$ cat src/rtl/demux2_8b_buf.sv
// demux2_8b_buf: 1-to-2 valid/ready demultiplexer, one 8-bit
// skid-free 1-entry buffer per output, full-rate throughput.
//
// Ports:
//   clk        rising-edge clock
//   reset      synchronous active-low reset
//   in_val     input stream valid
//   in_rdy     input stream ready (combinational)
//   in_sel     destination select (0 -> out0, 1 -> out1)
//   in_data    input payload [7:0]
//   out0_val   output 0 valid       out0_rdy  output 0 ready
//   out0_data  output 0 payload     (likewise for out1_*)
//   cnt0/cnt1  per-output transfer counters, only with DEMUX2_CNT_EN
//
// Build option: define DEMUX2_CNT_EN to add the cnt0/cnt1 counters.

module demux2_8b_buf (
   input  logic       clk,
   input  logic       reset,
   input  logic       in_val,
   output logic       in_rdy,
   input  logic       in_sel,
   input  logic [7:0] in_data,
   output logic       out0_val,
   input  logic       out0_rdy,
   output logic [7:0] out0_data,
   output logic       out1_val,
   input  logic       out1_rdy,
   output logic [7:0] out1_data
`ifdef DEMUX2_CNT_EN
   ,
   output logic [7:0] cnt0,
   output logic [7:0] cnt1
`endif
);

   logic       full0, full1;
   logic [7:0] data0, data1;
   logic       xfer_in;
   logic       ld0, ld1;
   logic       pop0, pop1;

   // A full buffer can still accept when its consumer drains it
   // in the same cycle, giving one word per cycle per output.
   assign in_rdy  = in_sel ? (!full1 || out1_rdy)
                           : (!full0 || out0_rdy);

   assign xfer_in = in_val && in_rdy;
   assign ld0     = xfer_in && !in_sel;
   assign ld1     = xfer_in &&  in_sel;
   assign pop0    = full0 && out0_rdy;
   assign pop1    = full1 && out1_rdy;

   assign out0_val  = full0;
   assign out0_data = data0;
   assign out1_val  = full1;
   assign out1_data = data1;

   always_ff @(posedge clk) begin
      if (!reset) begin
         full0 <= 1'b0;
         data0 <= 8'h00;
      end else if (ld0) begin
         full0 <= 1'b1;
         data0 <= in_data;
      end else if (pop0) begin
         full0 <= 1'b0;
      end
   end

   always_ff @(posedge clk) begin
      if (!reset) begin
         full1 <= 1'b0;
         data1 <= 8'h00;
      end else if (ld1) begin
         full1 <= 1'b1;
         data1 <= in_data;
      end else if (pop1) begin
         full1 <= 1'b0;
      end
   end

`ifdef DEMUX2_CNT_EN
   logic [7:0] cnt0_q, cnt1_q;

   always_ff @(posedge clk) begin
      if (!reset) begin
         cnt0_q <= 8'h00;
         cnt1_q <= 8'h00;
      end else begin
         if (pop0) cnt0_q <= cnt0_q + 8'h01;
         if (pop1) cnt1_q <= cnt1_q + 8'h01;
      end
   end

   assign cnt0 = cnt0_q;
   assign cnt1 = cnt1_q;
`endif

endmodule
$ cat config.mk
export PLATFORM = sky130hd
export DESIGN_NAME = demux2_8b_buf
export DESIGN_NICKNAME = d
export VERILOG_FILES = /design/src/rtl/demux2_8b_buf.sv
export SDC_FILE = /design/constraint.sdc
export NUM_CORES = 1
export LEC_CHECK = 0
export CORE_ASPECT_RATIO = 1.75
export CORE_UTILIZATION = 30
export DETAILED_ROUTE_END_ITERATION = 10
export PLACE_DENSITY_LB_ADDON = 0.05
export RECOVER_POWER = 100
export SKIP_CTS_REPAIR_TIMING = 1
export SLEW_MARGIN = 20
export SYNTH_ARGS = -nofsm -noshare
export SYNTH_HDL_FRONTEND = slang
export SYNTH_SLANG_ARGS = --single-unit
$ cat constraint.sdc
create_clock -name clk -period 2.6 [get_ports clk]
set_clock_uncertainty 0.15 [all_clocks]
set_input_delay 0.52 -clock clk [delete_from_list [all_inputs] [get_ports clk]]
set_output_delay 0.52 -clock clk [all_outputs]
set_load 0.02 [all_outputs]
Word-level counts from Yosys, hierarchy flattened. Index checks and enable logic that the tools add are counted.

Muxes and demuxes: 5. $mul: 0. Divide/modulo/power cells: 0. Add/subtract/negate cells: 0. Bitwise operators: 0. Order comparisons: 0. Reduce and logical (&&, ||, !) cells: 12. Equality and inequality tests: 0. Shifts and indexed selects: 0.

Operators with widths (count): $logic_and 1x1->1 (5); $mux 1 (5); $reduce_bool 2->1 (2); $logic_not 1->1 (3); $logic_or 1x1->1 (2).

Flip-flop bits (word level): 18. Input bits: 14. Latch bits: 0. Memories: 0. RAM bits: 0. Bits in read-only memories: 0. Logic and storage cells: 21. Output and inout bits: 19.

Depth between registers and ports, before layout. Gate-level depths: netlist of the first run.

Word-level depth: 6. Mapped depth: 4. Depth with buffers taken out: 3.

Least setup slack after synthesis of the first run. No wires, ideal clock.

Path type: input to output. From: in out1_rdy. To: out in_rdy. Buffers on the path: 0. Cell stages on the path: 2. Arrival: 1092 ps. Data required time: 1930 ps. Path slack: 838 ps. Cells stage by stage: and2b_4 > mux2i_1.

Cells in the longest elaborated chain, start to end: 2.

Ends and longest elaborated chain: from (decl) (line 28) `input logic out1_rdy,`; $logic_or 1x1->1 (line 45) `assign in_rdy = in_sel ? (!full1 || out1_rdy)`; $mux 1 (line 45); to (decl) (line 21) `output logic in_rdy,`.

No other way between the ends.

Worst setup path after layout of the first run.
From: in out1_rdy. To: reg data1[0], in the netlist out1_data[0].

Cells in the longest elaborated chain, start to end: 4.

Ends and longest elaborated chain: $logic_or 1x1->1 (line 45); $mux 1 (line 45); $logic_and 1x1->1 (line 48) `assign xfer_in = in_val && in_rdy;`; $logic_and 1x1->1 (line 50) `assign ld1 = xfer_in && in_sel;`; to (signal assigned) (line 77) `data1 <= in_data;`; to (decl) (line 38) `logic [7:0] data0, data1;`.

No other way between the ends. A chain may end at the register's enable or synchronous reset.

==> flow_summary.yaml, run 1 <==
yosys:
  ys_ff_latch: 18
  synth_cells: 70
  yosysWarnings: 0
  synth.yosys.seq_area_share_pct: 49.6
  syn_avg_cell_area_sq_um: 10.4
  syn_nets: 84
  netlist_area_sq_um: 727
  synth.distinct_cells: 12
clock_tree:
  cts_root_buffer: "clkbuf_8"
  cts_max_path_buffers: 2
  clk_latency_ps: 250
  clk_pin_slew_ps: 60
  clock_sinks: 18
  htreeDepth: 1
  cts_buffers: 3
  cts_tree: "done"
power:
  p_leak_nw: 0.477
  peakVddDrop_mv: 0.320
  combinationalPowerShare_pct: 16.6
  power_density_mw_per_mm2: 564
  report.power.total_mw: 0.623
  p_sw_mw: 0.144
  intPower_mw: 0.479
  pwr-share-seq_pct: 47.7
  swShare_pct: 23.1
  p_clk_share_pct: 35.7
sta:
  slew_viol_final: 0
  rsz0062_at_grt: "no"
  slew_headroom_pct: 35.0
  setup_violations: 0
  hold_viol_final: 0
  tightest_slew_ps: 971
  finalSetupTns_ps: 0
  final.min_clock_period_ps: 2240
  worst_slack_ps: 362
  post-route-period-util_pct: 86.1
  timing.fmax_mhz: 447
die:
  ios: 33
  die_w_um: 39.2
  chipHeight_um: 67.1
  dieArea_sq_mm: 0.00263
  placementRows: 23
  core_area_sq_mm: 0.00230
  start_util_pct: 31.6
place:
  placed_cells: 127
  port_buffers: 32
  place_ws_ps: 53.1
  dpl.hpwl_mm: 1.03
  gp_congestion: 0.644
layout:
  syn_to_final_growth_pct: 51.8
  fin_cells: 131
  drive_gt1_share_pct: 9.43
  n_antenna_cell: 0
  nets: 121
  final_cell_mix: "24 x nand2_1, 20 x dlygate4sd3_1, 18 x dfxtp_1"
  fillers: 243
  final_common_cell: "nand2_1"
global_routing:
  antenna_found_initial: 0
  grt_pass1_wl_mm: 2.21
  grt_pass1_vias: 548
  grt_overflow: 0
  grt_max_degree: 17
  grt_usage_pct: 12.6
setup_path:
  arrival_ps: 2270
  slowest_stage: "nor2_1"
  reg2reg_slack_ps: 790
  crit_path_max_fanout: 9
  cp-start-kind: "input pin"
  cp.required_ps: 2630
  setup.worst_path.class: "in2reg"
  cp-end-kind: "flip-flop"
  worstRegToRegCells: 4
  crit_start: "out1_rdy"
  r2r_end: "out1_data[0]"
  critPathMaxStageDelay_ps: 740
  crit_chain: "clkdlybuf4s50_1 -> and2b_4 -> clkbuf_4 -> nor2_1 -> mux2i_1"
  rr_startpoint: "out1_val"
  critPathCapture: "out1_data[0]"
route:
  drt_iter0_drc: 13
  ant_nets: 0
  wl_mm: 1.38
  remaining_drc_errors: 0
  drt-pass1-iter-count: 3
  post_drt_via_cell_ratio: 4.61
  routed-via-count: 604
  wire_per_inst_um: 10.5
outcome:
  status: "complete, no violations"
job:
  max-cap-violations: 0
min_path:
  worstHoldPathType: "reg2reg"
  hold-path-cell-count: 2
[metrics by stage]
| step | hold slack (ps) | area (sq um) | util (%) |
|---|---|---|---|
| after CTS | 312 | 1130 | 49.3 |
| after global placement | 295 | 1080 | 46.9 |
| final | 305 | 1100 | 47.9 |
| after floorplan | 382 | 727 | - |
| after global routing | 337 | 1100 | 47.9 |
| after detailed placement | 298 | 1080 | 46.9 |
[area by class of cell]
| class | instances | area (sq um) | area share [%] |
|---|---|---|---|
| multi-input combinational | 48 | 317 | 28.7 |
| tap | 25 | 31.3 | 2.83 |
| clock buffer | 4 | 55.1 | 4.99 |
| timing repair buffer | 36 | 340 | 30.8 |
| sequential | 18 | 360 | 32.7 |
[logic make-up after synthesis]
group           after synthesis  synth area share, %
simple gates                 29                 21.0
flops                        18                 49.6
mux                          17                 23.4
buf+inv                       4                 3.96
compound gates                2                 2.06
[worst min path at each step]
stage	slack [ps]	start	endpoint
floorplan	380	out0_data[7]	out0_data[7]
global placement	300	out1_data[3]	out1_data[3]
detailed placement	300	out0_data[7]	out0_data[7]
CTS	310	out0_data[7]	out0_data[7]
global route	340	out1_data[5]	out1_data[5]
finish	310	out0_data[7]	out0_data[7]
[registers in the layout, summed over array words and instances, names as in the netlist]
name       count
out0_val       1
out0_data      8
out1_data      8
out1_val       1
[routing by layer]
metal	share of wire (%)	GRT usage, %	vias to the layer above
met1	39	12.3	276
met4	2.6	9.05	0
met2	52	22.3	22
met3	5.7	2.00	4
li1	-	-	302
met5	0	0	-
[power groups by stage]
stage / clock [mW] / combinational [mW] / sequential [mW]
final: 0.222 / 0.103 / 0.297
after detailed placement: 0 / 0.115 / 0.304
after global placement: 0 / 0.115 / 0.304
after CTS: 0.233 / 0.116 / 0.298
after floorplan: 0 / 0.0405 / 0.322
after global routing: 0.243 / 0.113 / 0.299
[cells in the mapped netlist]
master   count  area (sq um)
and2b_4      1          10.0
buf_2        2          10.0
buf_4        1          7.51
buf_6        1          11.3
dfxtp_1     18           360
mux2i_1     17           170
nand2_1     24          90.1
nand2_2      1          6.26
nor2_8       1          20.0
nor2b_4      1          13.8
nor3b_2      1          12.5
o21a_1       2          15.0
[critical path: cells and delay by family]
kind          cells  cell delay [ps]
buf+inv           2              580
mux               1              250
simple gates      2              920
Power figures use the tool's default switching activity.
==> inputs of run 2 (changes only) <==
--- a/config.mk
+++ b/config.mk
@@ -5,7 +5,7 @@
 export SDC_FILE = /design/constraint.sdc
 export NUM_CORES = 1
 export LEC_CHECK = 0
-export CORE_ASPECT_RATIO = 1.75
+export CORE_ASPECT_RATIO = 1.25
 export CORE_UTILIZATION = 30
 export DETAILED_ROUTE_END_ITERATION = 10
 export PLACE_DENSITY_LB_ADDON = 0.05
==> run 2 against run 1 <==
Net effect:
- hold slack improved by 1.7 ps
- sequential share of layout area increased by 0.45 points
- global-route usage increased by 0.13 points
- final cell count increased by 4.6%
- non-clock buffer count unchanged
- sequential cell count unchanged
- worst setup slack got worse by 27 ps
- largest cell class unchanged
==> flow_summary.yaml, run 2 (synthesis results as in run 1) <==
setup_path:
  slowest_stage: "nor2_1"
  arrival_ps: 2340
  crit_chain: "dlygate4sd3_1 -> and2b_4 -> clkbuf_4 -> nor2_1 -> mux2i_1"
  critPathCapture: "out1_data[1]"
  worstRegToRegCells: 4
  critPathMaxStageDelay_ps: 730
  crit_path_max_fanout: 9
  cp-end-kind: "flip-flop"
  rr_startpoint: "out1_val"
  reg2reg_slack_ps: 790
  setup.worst_path.class: "in2reg"
  cp.required_ps: 2670
  crit_start: "out1_rdy"
  cp-start-kind: "input pin"
  r2r_end: "out1_data[1]"
power:
  power_density_mw_per_mm2: 526
  combinationalPowerShare_pct: 18.0
  swShare_pct: 25.1
  peakVddDrop_mv: 0.276
  intPower_mw: 0.429
  p_leak_nw: 0.467
  p_sw_mw: 0.143
  pwr-share-seq_pct: 51.8
  p_clk_share_pct: 30.1
route:
  drt_iter0_drc: 6
  remaining_drc_errors: 0
  wl_mm: 1.42
  wire_per_inst_um: 10.3
  post_drt_via_cell_ratio: 4.34
  drt-pass1-iter-count: 3
  routed-via-count: 595
  ant_nets: 0
job:
  max-cap-violations: 0
sta:
  hold_viol_final: 0
  final.min_clock_period_ps: 2270
  setup_violations: 0
  finalSetupTns_ps: 0
  slew_viol_final: 0
  holdWs_ps: 307
  tightest_slew_ps: 954
  timing.fmax_mhz: 441
  slew_headroom_pct: 36.2
  worst_slack_ps: 334
  rsz0062_at_grt: "no"
  post-route-period-util_pct: 87.1
global_routing:
  grt_max_degree: 17
  grt_pass1_vias: 594
  grt_overflow: 0
  grt_usage_pct: 12.7
  grt_pass1_wl_mm: 2.45
  antenna_found_initial: 0
layout:
  n_antenna_cell: 0
  final_common_cell: "nand2_1"
  drive_gt1_share_pct: 8.49
  final_cell_mix: "24 x nand2_1, 21 x dlygate4sd3_1, 18 x dfxtp_1"
  syn_to_final_growth_pct: 49.7
  fin_util_pct: 48.7
  nets: 121
clock_tree:
  cts_tree: "done"
  htreeDepth: 1
  clk_latency_ps: 290
  cts_root_buffer: "clkbuf_4"
  clock_sinks: 18
  cts_max_path_buffers: 2
  clk_pin_slew_ps: 110
  cts_buffers: 3
place:
  port_buffers: 32
  dpl.hpwl_mm: 1.03
  place_ws_ps: 39.1
  gp_congestion: 0.641
min_path:
  worstHoldPathType: "reg2reg"
outcome:
  status: "complete, no violations"
die:
  chipHeight_um: 57.0
  dieArea_sq_mm: 0.00263
  die_w_um: 46.0
  start_util_pct: 32.5
  placementRows: 19
  core_area_sq_mm: 0.00223
  ios: 33
## run 2: stage by stage
stage	total power, mW	std cells	instance area [sq um]
floorplan	0.362	70	727
global placement	0.418	133	1090
detailed placement	0.419	133	1090
CTS	0.591	137	1120
global route	0.600	137	1090
finish	0.572	137	1090
## run 2: layer usage
| metal | vias to the layer above | share of wire, % | track usage (%) |
|---|---|---|---|
| li1 | 301 | - | - |
| met1 | 267 | 46 | 16.4 |
| met2 | 23 | 44 | 18.5 |
| met3 | 4 | 7.9 | 2.53 |
| met4 | 0 | 2.5 | 8.82 |
| met5 | - | 0 | 0 |
## run 2: final cells by class
| cell class | count | area [sq um] |
|---|---|---|
| multi-input combinational | 48 | 317 |
| clock buffer | 4 | 36.3 |
| timing repair buffer | 36 | 337 |
| fill | 229 | 1150 |
| tap | 31 | 38.8 |
| sequential | 18 | 360 |
## run 2: how the worst min path moves through the flow
stage                            start           end  slack, ps  cells past startpoint
after global placement    out1_data[4]  out1_data[4]        290                      2
final                     out1_data[5]  out1_data[5]        310                      2
after CTS                 out1_data[5]  out1_data[5]        310                      2
after floorplan           out0_data[7]  out0_data[7]        380                      2
after detailed placement  out1_data[5]  out1_data[5]        300                      2
after global routing      out0_data[6]  out0_data[6]        340                      2
## run 2: critical path, delay by kind of cell
kind,cells,cell delay [ps]
and+or+nand+nor,2,910
muxes,1,260
buffers and inverters,2,650
## run 2: power groups by stage
stage          clock [mW]  sequential [mW]  combinational, mW
2_1_floorplan           0            0.322             0.0405
3_3_place_gp            0            0.303              0.115
3_5_place_dp            0            0.304              0.115
4_1_cts             0.178            0.298              0.116
5_1_grt             0.190            0.299              0.112
6_report            0.172            0.296              0.103
